File: config.mk
export PLATFORM = sky130hd
export DESIGN_NAME = nios2_nios2_qsys_0_oci_dct_packer
export DESIGN_NICKNAME = d
export VERILOG_FILES = /design/src/rtl/nios2_oci_dct_pkg.sv /design/src/rtl/nios2_oci_dct_outreg.sv /design/src/rtl/nios2_nios2_qsys_0_oci_dct_packer.sv
export SDC_FILE = /design/constraint.sdc
export NUM_CORES = 1
export LEC_CHECK = 0
export CAP_MARGIN = 20
export CORE_ASPECT_RATIO = 1.25
export CORE_MARGIN = 10
export CORE_UTILIZATION = 44
export DETAILED_ROUTE_END_ITERATION = 7
export PLACE_DENSITY = 0.82
export SKIP_LAST_GASP = 1
export SYNTH_ARGS = -nofsm -noshare
export SYNTH_HDL_FRONTEND = slang
export SYNTH_SLANG_ARGS = --single-unit
export TNS_END_PERCENT = 10
File: constraint.sdc
create_clock -name clk -period 2.4 [get_ports clk]
set_input_delay 0.48 -clock clk [delete_from_list [all_inputs] [get_ports clk]]
set_output_delay 0.48 -clock clk [all_outputs]
set_load 0.005 [all_outputs]
File: src/rtl/nios2_oci_dct_pkg.sv
// nios2_oci_dct_pkg
//   Shared constants and types for the OCI debug-compression-trace packer:
//   atom/word geometry, the 2-bit trace atom encoding and the packer
//   state machine encoding.
package nios2_oci_dct_pkg;

   localparam int unsigned ATOM_W         = 2;
   localparam int unsigned ATOMS_PER_WORD = 15;
   localparam int unsigned BUF_W          = ATOM_W * ATOMS_PER_WORD;
   localparam int unsigned CNT_W          = 4;

   // Slot index of the last atom in a word; an accept here completes it.
   localparam logic [CNT_W-1:0] LAST_SLOT = CNT_W'(ATOMS_PER_WORD - 1);

   typedef enum logic [ATOM_W-1:0] {
      ATOM_NOP       = 2'b00,
      ATOM_TAKEN     = 2'b01,
      ATOM_NOT_TAKEN = 2'b10,
      ATOM_EXCEPTION = 2'b11
   } atom_e;

   typedef enum logic [1:0] {
      FILL,
      DRAIN,
      DONE
   } state_e;

endpackage

File: src/rtl/nios2_oci_dct_outreg.sv
// nios2_oci_dct_outreg
//   One-entry valid/ready holding register for a packed word and its atom
//   count. A load may coincide with the downstream handshake of the word
//   currently held (pass-through), so free is high when empty or draining.
// Ports:
//   clk, reset_n        clock, asynchronous active-low reset
//   load                capture load_data/load_count (only when free)
//   load_data/count     word and atom count to capture
//   ready               downstream accepts the held word
//   valid/data/count    held word towards downstream
//   free                a load is allowed this cycle
module nios2_oci_dct_outreg
   import nios2_oci_dct_pkg::*;
(
   input  logic             clk,
   input  logic             reset_n,
   input  logic             load,
   input  logic [BUF_W-1:0] load_data,
   input  logic [CNT_W-1:0] load_count,
   input  logic             ready,
   output logic             valid,
   output logic [BUF_W-1:0] data,
   output logic [CNT_W-1:0] count,
   output logic             free
);

   assign free = !valid || ready;

   always_ff @(posedge clk or negedge reset_n) begin
      if (!reset_n) begin
         valid <= 1'b0;
         data  <= '0;
         count <= '0;
      end else if (load) begin
         valid <= 1'b1;
         data  <= load_data;
         count <= load_count;
      end else if (ready) begin
         valid <= 1'b0;
      end
   end

endmodule

File: src/rtl/nios2_nios2_qsys_0_oci_dct_packer.sv
// nios2_nios2_qsys_0_oci_dct_packer
//   Packs 2-bit trace atoms (atom 0 at the LSBs) into 30-bit words of 15
//   atoms and hands full or flushed partial words downstream over
//   valid/ready. Owns the test_ending -> test_has_ended drain sequence.
// Ports:
//   clk, reset_n               clock, asynchronous active-low reset
//   atom_valid/atom/atom_ready atom input handshake
//   flush                      pulse: emit the partial word
//   test_ending                level: stop accepting, drain, then report
//   dct_buffer/dct_count       live packing register and its atom count
//   out_valid/out_data/out_count/out_ready  packed word output
//   stall_cnt                  saturating atom stall counter (only with
//                              OCI_DCT_STALL_CNT_EN defined)
//   test_has_ended             sticky drain-complete flag
module nios2_nios2_qsys_0_oci_dct_packer
   import nios2_oci_dct_pkg::*;
(
   input  logic              clk,
   input  logic              reset_n,
   input  logic              atom_valid,
   input  logic [ATOM_W-1:0] atom,
   output logic              atom_ready,
   input  logic              flush,
   input  logic              test_ending,
   output logic [BUF_W-1:0]  dct_buffer,
   output logic [CNT_W-1:0]  dct_count,
   output logic              out_valid,
   output logic [BUF_W-1:0]  out_data,
   output logic [CNT_W-1:0]  out_count,
   input  logic              out_ready,
`ifdef OCI_DCT_STALL_CNT_EN
   output logic [15:0]       stall_cnt,
`endif
   output logic              test_has_ended
);

   state_e           state, next_state;
   atom_e            atom_code;
   logic             flush_pend, next_flush_pend;
   logic             ending, out_free, accept, complete, fire_flush, emit;
   logic [BUF_W-1:0] next_buf;
   logic [CNT_W-1:0] next_cnt;

   assign atom_code      = atom_e'(atom);
   assign ending         = (state != FILL);
   assign test_has_ended = (state == DONE);

   nios2_oci_dct_outreg u_outreg (
      .clk        (clk),
      .reset_n    (reset_n),
      .load       (emit),
      .load_data  (next_buf),
      .load_count (next_cnt),
      .ready      (out_ready),
      .valid      (out_valid),
      .data       (out_data),
      .count      (out_count),
      .free       (out_free)
   );

   always_comb begin
      atom_ready = !ending && ((dct_count != LAST_SLOT) || out_free);
      accept     = atom_valid && atom_ready;
      complete   = accept && (dct_count == LAST_SLOT);
      fire_flush = flush_pend && out_free;
      next_cnt   = dct_count + CNT_W'(accept);
      next_buf   = dct_buffer;
      for (int unsigned i = 0; i < ATOMS_PER_WORD; i++) begin
         if (accept && (dct_count == CNT_W'(i)))
            next_buf[i*ATOM_W +: ATOM_W] = atom_code;
      end
      // A flush that finds nothing packed (and nothing arriving) emits no word.
      emit = complete || (fire_flush && (next_cnt != '0));
      // A pending flush absorbs further flush/test_ending requests until it fires.
      if (flush_pend)
         next_flush_pend = !out_free;
      else
         next_flush_pend = flush || (test_ending && !ending);
   end

   always_comb begin
      next_state = state;
      unique case (state)
         FILL:    if (test_ending) next_state = DRAIN;
         DRAIN:   if ((dct_count == '0) && !flush_pend && !out_valid)
                     next_state = DONE;
         DONE:    next_state = DONE;
         default: next_state = FILL;
      endcase
   end

   always_ff @(posedge clk or negedge reset_n) begin
      if (!reset_n) begin
         state      <= FILL;
         flush_pend <= 1'b0;
         dct_buffer <= '0;
         dct_count  <= '0;
      end else begin
         state      <= next_state;
         flush_pend <= next_flush_pend;
         if (emit || fire_flush) begin
            dct_buffer <= '0;
            dct_count  <= '0;
         end else begin
            dct_buffer <= next_buf;
            dct_count  <= next_cnt;
         end
      end
   end

`ifdef OCI_DCT_STALL_CNT_EN
   always_ff @(posedge clk or negedge reset_n) begin
      if (!reset_n)
         stall_cnt <= '0;
      else if (atom_valid && !atom_ready && !ending && (stall_cnt != 16'hFFFF))
         stall_cnt <= stall_cnt + 16'd1;
   end
`endif

endmodule

==> results of run 1 <==
[cell type report]
class                           count  area (sq um)  area share
Multi-Input combinational cell    150          1260       0.278
Tap cell                           90           113      0.0247
Clock inverter                      7          77.6      0.0170
Sequential cell                    72          1800       0.395
Clock buffer                        9           124      0.0272
Timing Repair Buffer              101          1060       0.232
Inverter                           32           120      0.0264
[worst max-delay path, cell delays in order (launching register included)]
cell      delay [ns]
dfrtp_1         0.42
nand2b_4        0.08
nor4b_4         0.27
nor2_1          0.08
ha_2            0.20
ha_4            0.18
xnor2_4         0.12
o211ai_1        0.15
o221a_4         0.39
buf_12          0.17
mux2i_1         0.20
[power groups by stage]
stage	Combinational, mW	Sequential, mW	Clock, mW
after floorplan	0.749	1.43	0
after global placement	1.18	1.42	0
after detailed placement	1.20	1.43	0
after CTS	1.37	1.41	1.01
after global routing	1.51	1.42	1.06
final	1.41	1.41	0.995
[how the worst min path moves through the flow]
| stage | end | from | depth (start not counted) | slack (ns) |
|---|---|---|---|---|
| after floorplan | dct_buffer[0] | reset_n | 0 | 0.18 |
| after global placement | u_outreg.data[28] | u_outreg.data[28] | 1 | 0.50 |
| after detailed placement | u_outreg.data[13] | u_outreg.data[13] | 2 | 0.51 |
| after CTS | dct_buffer[29] | reset_n | 1 | 0.23 |
| after global routing | dct_buffer[29] | reset_n | 1 | 0.27 |
| final | dct_buffer[29] | reset_n | 1 | 0.20 |
[per-layer routing]
metal	vias up	wire [microns]	track usage
met5	-	0	0
met4	0	163	0.0699
met3	11	649	0.0457
met2	69	4080	0.248
met1	1165	3390	0.183
li1	1074	-	-
[cells in the mapped netlist (all sizes together), types with 2 or more instances]
library cell  instances  area [sq um]
dfrtp                72          1800
mux2i                57           571
nor2                 40           150
inv                  32           120
mux2                  9           101
buf                   8          93.8
nor2b                 8          50.1
ha                    6          75.1
nand2b                6          37.5
nand2                 4          15.0
clkbuf                2          7.51
nand4b                2          32.5
nor3                  2          10.0
xnor2                 2          36.3
[repair_timing]
action	in CTS	in global routing
buffers inserted	0	2
endpoints found under the setup margin	36	35
resized for setup	8	5
cloned	3	1
pin swaps	4	5
[metrics by stage]
step / instances / power, mW / util / instance area (sq um) / worst slack [ns]
after floorplan: 263 / 2.18 / - / 3230 / 0.00689
after global routing: 461 / 4.00 / 0.649 / 4560 / -0.0393
after CTS: 458 / 3.79 / 0.641 / 4500 / 0.0259
after global placement: 439 / 2.60 / 0.599 / 4210 / -0.471
final: 461 / 3.81 / 0.649 / 4560 / 0.0539
after detailed placement: 439 / 2.63 / 0.599 / 4210 / -0.577
[state kept, by name, indices dropped and copies added (netlist names)]
register        cells
u_outreg.valid      1
flush_pend          1
dct_buffer         30
state               2
dct_count           4
u_outreg.count      4
u_outreg.data      30
[layout by cell type (no fill, tap or decap), types with 3 or more instances in the layout]
| master | Yosys | routed |
|---|---|---|
| nand2b_1 | 6 | 5 |
| mux2_2 | 9 | 6 |
| dfrtp_1 | 72 | 72 |
| clkbuf_8 | 0 | 9 |
| inv_6 | 0 | 3 |
| ha_1 | 6 | 3 |
| mux2i_1 | 57 | 57 |
| nor2b_1 | 8 | 8 |
| clkdlybuf4s50_1 | 0 | 76 |
| mux2_4 | 0 | 3 |
| buf_4 | 1 | 16 |
| inv_1 | 32 | 31 |
| nand2_1 | 4 | 3 |
| nor2_1 | 40 | 40 |
| buf_12 | 3 | 4 |
[kinds of logic after synthesis]
| logic type | after synthesis | synth area share |
|---|---|---|
| flip-flops | 72 | 0.563 |
| adder cells (fa/ha/maj) | 6 | 0.0234 |
| multiplexers | 66 | 0.210 |
| AND/OR/NAND/NOR | 69 | 0.109 |
| XOR/XNOR | 2 | 0.0113 |
| buffers and inverters | 42 | 0.0692 |
| AO/OA/AOI/OAI | 6 | 0.0149 |
==> metrics.yaml, run 1 <==
synth_edf_count: 0
core_region_area_sq_um: 7020
syn-num-nets: 277
slew_violations: 0
setup_viol: 0
switching_power_mw: 1.23
path_class: "reg2reg"
synthArstFlopShare: 1.00
portBuffers: 78
critPathArrivalTime_ns: 2.62
start_util: 0.456
ys_types: 32
startpoint_type: "register"
synth_flop_cell: "dfrtp_1"
netlist_instances: 263
cts_buffers: 9
ys_ff_latch: 72
p_leak_nw: 2.06
die_h_microns: 115
grt_pass1_wl_microns: 13000
worst_r2r_path_depth: 10
final.setup_skew_ns: 0.0112
cts-root-buf: "clkbuf_8"
hold_viol_final: 0
cts_sinks: 72
die_area_sq_um: 11100
place.detailed.hpwl_microns: 5850
switching_share: 0.323
vias: 2319
hold_path_class: "in2async"
p_comb_frac: 0.369
finalSetupTns_ns: 0
p_per_area_nw_per_um2: 837
drive_above_1_share: 0.167
syn_area_sq_um: 3200
placement_rows: 34
grt_pass1_vias: 2485
tightest_slew_ns: 0.801
cts_tree: "done"
floorplan.io_pins: 79
postRouteAntennaNets: 0
num-fill-cells: 554
r2r_slack_ns: 0.05
reg2reg_to: "u_outreg.data[12]"
final_nets: 380
chipWidth_microns: 96.3
rsz0062_at_grt: "true"
fin_crit_ns: 2.35
crit_start: "u_outreg.valid"
postCtsHoldBufs: 0
gp_congestion: 0.875
drt-initial-drc-count: 87
antenna_found_initial: 0
cts_max_path_buffers: 2
drt-wirelength-per-cell_microns: 18.0
diodes: 0
drv_cap: 0
status: "complete, no violations"
syn2layout_area_growth_pct: 42.3
fin_hold_ws_ns: 0.203
end_kind: "register"
peakVddDrop_mv: 0.414
seq_area_frac_synth: 0.563
avgViaCountPerCell: 5.03
r2r_start: "u_outreg.valid"
clock_latency_ns: 0.36
path_clk_slew_ns: 0.08
critPathCapture: "u_outreg.data[12]"
worstPathRequired_ns: 2.68
htreeDepth: 3
cp_max_fo: 7
syn_avg_cell_area_sq_um: 12.2
min_period_over_period: 0.978
fmax_mhz: 426
overflow: 0
power_frac_clock: 0.261
pwr-share-seq: 0.370
slew_headroom: 0.466
grt_max_degree: 39
drc: 0
yosysWarnings: 0
dr.pass1.iters: 4
track_usage: 0.153
routed_wl_microns: 8280
cellInternalPower_mw: 2.58
Note: power is estimated with default switching activity, not from simulation.
==> inputs of run 2 (changes only) <==
--- a/config.mk
+++ b/config.mk
@@ -8,9 +8,10 @@
 export CAP_MARGIN = 20
 export CORE_ASPECT_RATIO = 1.25
 export CORE_MARGIN = 10
-export CORE_UTILIZATION = 44
+export CORE_UTILIZATION = 56
 export DETAILED_ROUTE_END_ITERATION = 7
-export PLACE_DENSITY = 0.82
+export DONT_BUFFER_PORTS = 1
+export PLACE_DENSITY = 0.81
 export SKIP_LAST_GASP = 1
 export SYNTH_ARGS = -nofsm -noshare
 export SYNTH_HDL_FRONTEND = slang
==> metrics.yaml, run 2 (same netlist as run 1, synthesis figures left out) <==
fmax_mhz: 438  # +2.7%
largestRegisters: "dct_buffer: 30 flops, u_outreg.data: 30 flops"
r2r_start: "dct_count[3]"
gp_congestion: 0.784  # -10%
r2r_slack_ns: 0.12  # +0.06 ns
seq_area_sq_um: 1800  # unchanged
cts_sinks: 72  # unchanged
syn2layout_area_growth_pct: 13.2
cts-root-buf: "clkbuf_8"
final.setup_skew_ns: 0.0142  # +0.00302 ns
fin_util: 0.661  # +0.0120
crit_slowest_cell: "dfrtp_1"
status: "complete, no violations"
p_per_area_nw_per_um2: 942  # +12%
placement_rows: 30  # -12%
startpoint_type: "register"
worstPathRequired_ns: 2.62  # -0.06 ns
postRouteAntennaNets: 0  # unchanged
slew_headroom: 0.747  # +0.281
drt-initial-drc-count: 170  # +95%
rsz0062_at_grt: "false"
power_mw: 3.41  # -11%
die_h_microns: 105  # -9.4%
critPathArrivalTime_ns: 2.50  # -0.12 ns
grt_pass1_wl_microns: 11300  # -13%
start_util: 0.584  # +0.128
path_clk_slew_ns: 0.08  # about the same
path_class: "reg2reg"
cp_max_fo: 6  # -1
slew_violations: 0  # unchanged
chipWidth_microns: 87.6  # -9.0%
final_nets: 297  # -22%
crit_path_max_incr_delay_ns: 0.37  # -0.05 ns
layout_commonest_cell: "dfrtp_1"
p_leak_nw: 1.73  # -16%
setup_viol: 0  # unchanged
fin_crit_ns: 2.28  # -0.0627 ns
dr.pass1.iters: 4  # unchanged
routed_wl_microns: 7200  # -13%
track_usage: 0.158  # +0.00432
peakVddDrop_mv: 0.386  # -6.8%
cts_max_path_buffers: 2  # unchanged
floorplan.io_pins: 79  # unchanged
cts_setup_buffers: 0  # unchanged
diodes: 0  # unchanged
min_period_over_period: 0.951  # -0.0261
vias: 1956  # -16%
antenna_found_initial: 0  # unchanged
grt_pass1_vias: 2044  # -18%
grt_max_degree: 73  # +87%
die_area_sq_um: 9160  # -18%
clock_latency_ns: 0.34  # -0.02 ns
hold_path_class: "in2async"
cts_tree: "done"
end_kind: "register"
avgViaCountPerCell: 5.56  # +10%
htreeDepth: 3  # unchanged
num-fill-cells: 417  # -25%
core_region_area_sq_um: 5480  # -22%
worst_r2r_path_depth: 9  # -1
hold_viol_final: 0  # unchanged
portBuffers: 0  # -100%
drive_above_1_share: 0.181  # +0.0134
tightest_slew_ns: 0.376  # -0.425 ns
overflow: 0  # unchanged
final_cell_mix: "dfrtp_1, mux2i_1, nor2_1"
reg2reg_to: "u_outreg.data[28]"
place.detailed.hpwl_microns: 5150  # -12%
cts_buffers: 9  # unchanged
crit_chain: "nand2_2 -> nor4b_4 -> nor2_1 -> ha_2 -> ha_4 -> xnor2_4 -> o211ai_1 -> o221a_2 -> mux2_2"
drt-wirelength-per-cell_microns: 20.5  # +14%
multi_input_area_sq_um: 1250  # -1.5%
drv_cap: 0  # unchanged
drc: 0  # unchanged
-- run 2: cell count changes in the layout (fill, tap and decap cells not counted), moves of 2 or more --
cell and change:
buf_12 -4, mux2_2 +3, clkdlybuf4s50_1 -76, inv_6 -3, mux2_4 -3, clkbuf_1 +2, buf_6 +2
-- run 2: how the worst max path moves through the flow --
stage / start / to / cells past startpoint
floorplan: out_ready / u_outreg.valid / 11
global placement: out_ready / u_outreg.data[2] / 10
detailed placement: out_ready / u_outreg.data[11] / 10
CTS: dct_count[3] / u_outreg.data[8] / 10
global route: dct_count[3] / u_outreg.data[1] / 10
finish: dct_count[3] / u_outreg.data[28] / 9
-- run 2: final cells by class --
| cell class | count | share of cell area |
|---|---|---|
| clock buffers | 11 | 0.0363 |
| clock inverters | 5 | 0.0224 |
| inverters | 32 | 0.0331 |
| multi-input cells | 150 | 0.344 |
| flip-flops and latches | 72 | 0.497 |
| well taps | 64 | 0.0221 |
| repair buffers | 18 | 0.0449 |
-- run 2: critical path, delay by kind of cell (launching register included) --
kind / cells / cell delay (ns)
adders and majority gates: 2 / 0.37
xor gates and xnor gates: 1 / 0.12
and+or+nand+nor: 3 / 0.45
AOI/OAI and AO/OA: 2 / 0.50
muxes: 1 / 0.35
DFF: 1 / 0.37
-- run 2: routing by layer --
layer,global-route usage,part of all wire,vias up
li1,-,-,900
met1,0.182,0.38,986
met2,0.252,0.52,62
met3,0.0723,0.094,8
met4,0.0502,0.0092,0
met5,0,0,-
-- run 2: report_power, final --
group	leakage (nW)	internal, mW	switching, mW
sequential	0.995	1.32	0.105
combinational	0.629	0.439	0.526
clock	0.104	0.586	0.432
-- run 2: stage by stage --
| stage | cells | hold slack, ns | TNS [ns] | instance area, sq um | worst slack [ns] |
|---|---|---|---|---|---|
| after floorplan | 263 | 0.184 | 0 | 3230 | 0.00689 |
| after global placement | 334 | 0.187 | -1.28 | 3340 | -0.0624 |
| after detailed placement | 334 | 0.186 | -3.48 | 3340 | -0.159 |
| after CTS | 351 | 0.0278 | 0 | 3590 | 0.0566 |
| after global routing | 352 | 0.0307 | 0 | 3620 | 0.0136 |
| final | 352 | 0.0173 | 0 | 3620 | 0.117 |
-- run 2: repair_timing --
action,CTS,global route
hold buffers,1,0
endpoints found under the setup margin,2,25
hold endpoints to repair,72,0
resized for setup,1,4
cloned,0,1
==> inputs of run 3 (changes only) <==
--- a/config.mk
+++ b/config.mk
@@ -9,9 +9,10 @@
 export CORE_ASPECT_RATIO = 1.25
 export CORE_MARGIN = 10
 export CORE_UTILIZATION = 56
+export CTS_CLUSTER_DIAMETER = 100
 export DETAILED_ROUTE_END_ITERATION = 7
 export DONT_BUFFER_PORTS = 1
-export PLACE_DENSITY = 0.81
+export PLACE_DENSITY = 0.76
 export SKIP_LAST_GASP = 1
 export SYNTH_ARGS = -nofsm -noshare
 export SYNTH_HDL_FRONTEND = slang
==> metrics.yaml, run 3 (same netlist as run 1, synthesis figures left out) <==
largestRegisters: "dct_buffer: 30 flops, u_outreg.data: 30 flops"
finalNonFillerCells: 352  # unchanged
tightest_slew_ns: 0.379  # +0.00249 ns
pwr-share-seq: 0.426  # +0.007
drc: 0  # unchanged
htreeDepth: 3  # unchanged
drt-wirelength-per-cell_microns: 20.8  # +1.5%
diodes: 0  # unchanged
path_clk_slew_ns: 0.08  # about the same
layout_commonest_cell: "dfrtp_1"
setup_viol: 0  # unchanged
final_cell_mix: "dfrtp_1, mux2i_1, nor2_1"
slew_headroom: 0.746  # -0.00167
core_region_area_sq_um: 5480  # unchanged
placed_cell_area_sq_um: 3340  # +0.15%
start_util: 0.584  # unchanged
placement_rows: 30  # unchanged
p_per_area_nw_per_um2: 923  # -1.9%
violations: "hold timing"
clock_latency_ns: 0.35  # about the same
drive_above_1_share: 0.181  # unchanged
path_class: "reg2reg"
gp_congestion: 0.803  # +2.4%
worstPathRequired_ns: 2.66  # +0.04 ns
fmax_mhz: 436  # -0.37%
switching_share: 0.317  # +0.00546
p_comb_frac: 0.304  # +0.021
p_leak_nw: 1.74  # +0.74%
hold_viol_final: 7  # +7
vias: 1955  # -0.051%
cts_tree: "done"
grt_max_degree: 73  # unchanged
die_h_microns: 105  # unchanged
final.setup_skew_ns: 0.0102  # -0.00405 ns
postRouteAntennaNets: 0  # unchanged
cts_max_path_buffers: 2  # unchanged
avgViaCountPerCell: 5.55  # about the same
syn2layout_area_growth_pct: 13.2  # about the same
dr.pass1.iters: 4  # unchanged
portBuffers: 0  # unchanged
floorplan.io_pins: 79  # unchanged
final_nets: 297  # unchanged
grt_pass1_wl_microns: 11500  # +1.9%
overflow: 0  # unchanged
chipWidth_microns: 87.6  # unchanged
drv_cap: 0  # unchanged
cts-root-buf: "clkbuf_8"
status: "finished with violations"
finalSetupTns_ns: 0  # unchanged
power_mw: 3.35  # -1.9%
power_frac_clock: 0.270  # -0.028
fin_crit_ns: 2.29  # +0.00843 ns
grt_pass1_vias: 2129  # +4.2%
hold_path_class: "in2async"
critPathArrivalTime_ns: 2.55  # +0.05 ns
dp_slack_ns: -0.147  # +0.0121 ns
drt-initial-drc-count: 136  # -20%
die_area_sq_um: 9160  # unchanged
num-fill-cells: 443  # +6.2%
cp_max_fo: 9  # +3
dp.cells: 333  # -0.30%
routed_wl_microns: 7310  # +1.5%
final_area_sq_um: 3620  # about the same
cts_setup_buffers: 0  # unchanged
end_kind: "register"
cts_buffers: 9  # unchanged
place.detailed.hpwl_microns: 5200  # +0.84%
switching_power_mw: 1.06  # -0.18%
fin_util: 0.661  # about the same
rsz0062_at_grt: "true"
track_usage: 0.162  # +0.00477
worst_slack_ns: 0.108  # -0.00843 ns
fin_hold_ws_ns: -0.00957  # -0.0268 ns
startpoint_type: "register"
cts_sinks: 72  # unchanged
peakVddDrop_mv: 0.524  # +36%
cellInternalPower_mw: 2.29  # -2.7%
antenna_found_initial: 0  # unchanged
min_period_over_period: 0.955  # +0.00351
slew_violations: 0  # unchanged
[run 3: cell count changes in the layout (fill, tap and decap cells not counted), sizes merged]
cell      previous run  this run
bufinv               2         1
buf                 18        17
clkinvlp             1         0
clkinv               2         3
clkbuf              11        13
[run 3: area by class of cell]
cell class / count / area [sq um] / area share
Sequential cell: 72 / 1800 / 0.497
Multi-Input combinational cell: 150 / 1250 / 0.346
Timing Repair Buffer: 18 / 189 / 0.0521
Clock buffer: 12 / 135 / 0.0373
Inverter: 32 / 120 / 0.0331
Tap cell: 64 / 80.1 / 0.0221
Clock inverter: 4 / 45.0 / 0.0124
[run 3: path summary, 6_finish.rpt]
path / from / endpoint / slack, ns / cells past startpoint
min in group clk: flush / flush_pend / 0.31 / 2
min: reset_n / u_outreg.count[2] / -0.01 / 1
max: u_outreg.valid / u_outreg.data[22] / 0.11 / 10
max reg2reg: u_outreg.valid / u_outreg.data[22] / 0.11 / 10
min reg2reg: state[1] / state[1] / 0.55 / 1
max in group asynchronous: reset_n / u_outreg.data[8] / 2.10 / 1
[run 3: worst max-delay path, cell delays in order, from the launching register on]
cell and delay (ns):
dfrtp_1 0.40, nand2b_4 0.08, nor4b_4 0.27, nor2_1 0.08, ha_2 0.19, ha_4 0.17
xnor2_4 0.13, o211ai_1 0.14, o221a_4 0.33, buf_6 0.19, mux2i_1 0.22
[run 3: what timing repair did]
action / in CTS / in global routing
hold buffers: 1 / 0
endpoints found under the hold margin: 72 / 0
resized for setup: 1 / 5
endpoints found under the setup margin: 1 / 32
cloned: 0 / 2
pin swaps: 0 / 1
[run 3: per-layer routing]
layer,share of wire,vias up,track usage,wire length (microns)
met2,0.52,51,0.261,3780
li1,-,900,-,-
met1,0.36,994,0.176,2660
met4,0.017,0,0.0651,124
met5,0,-,0,0
met3,0.10,10,0.0816,745
[run 3: power groups by stage]
stage          clock network (mW)  registers (mW)  logic, mW
3_5_place_dp                    0            1.45      0.901
5_1_grt                     0.967            1.44       1.11
2_1_floorplan                   0            1.43      0.749
3_3_place_gp                    0            1.44      0.887
6_report                    0.904            1.43       1.02
4_1_cts                     0.924            1.43      0.947
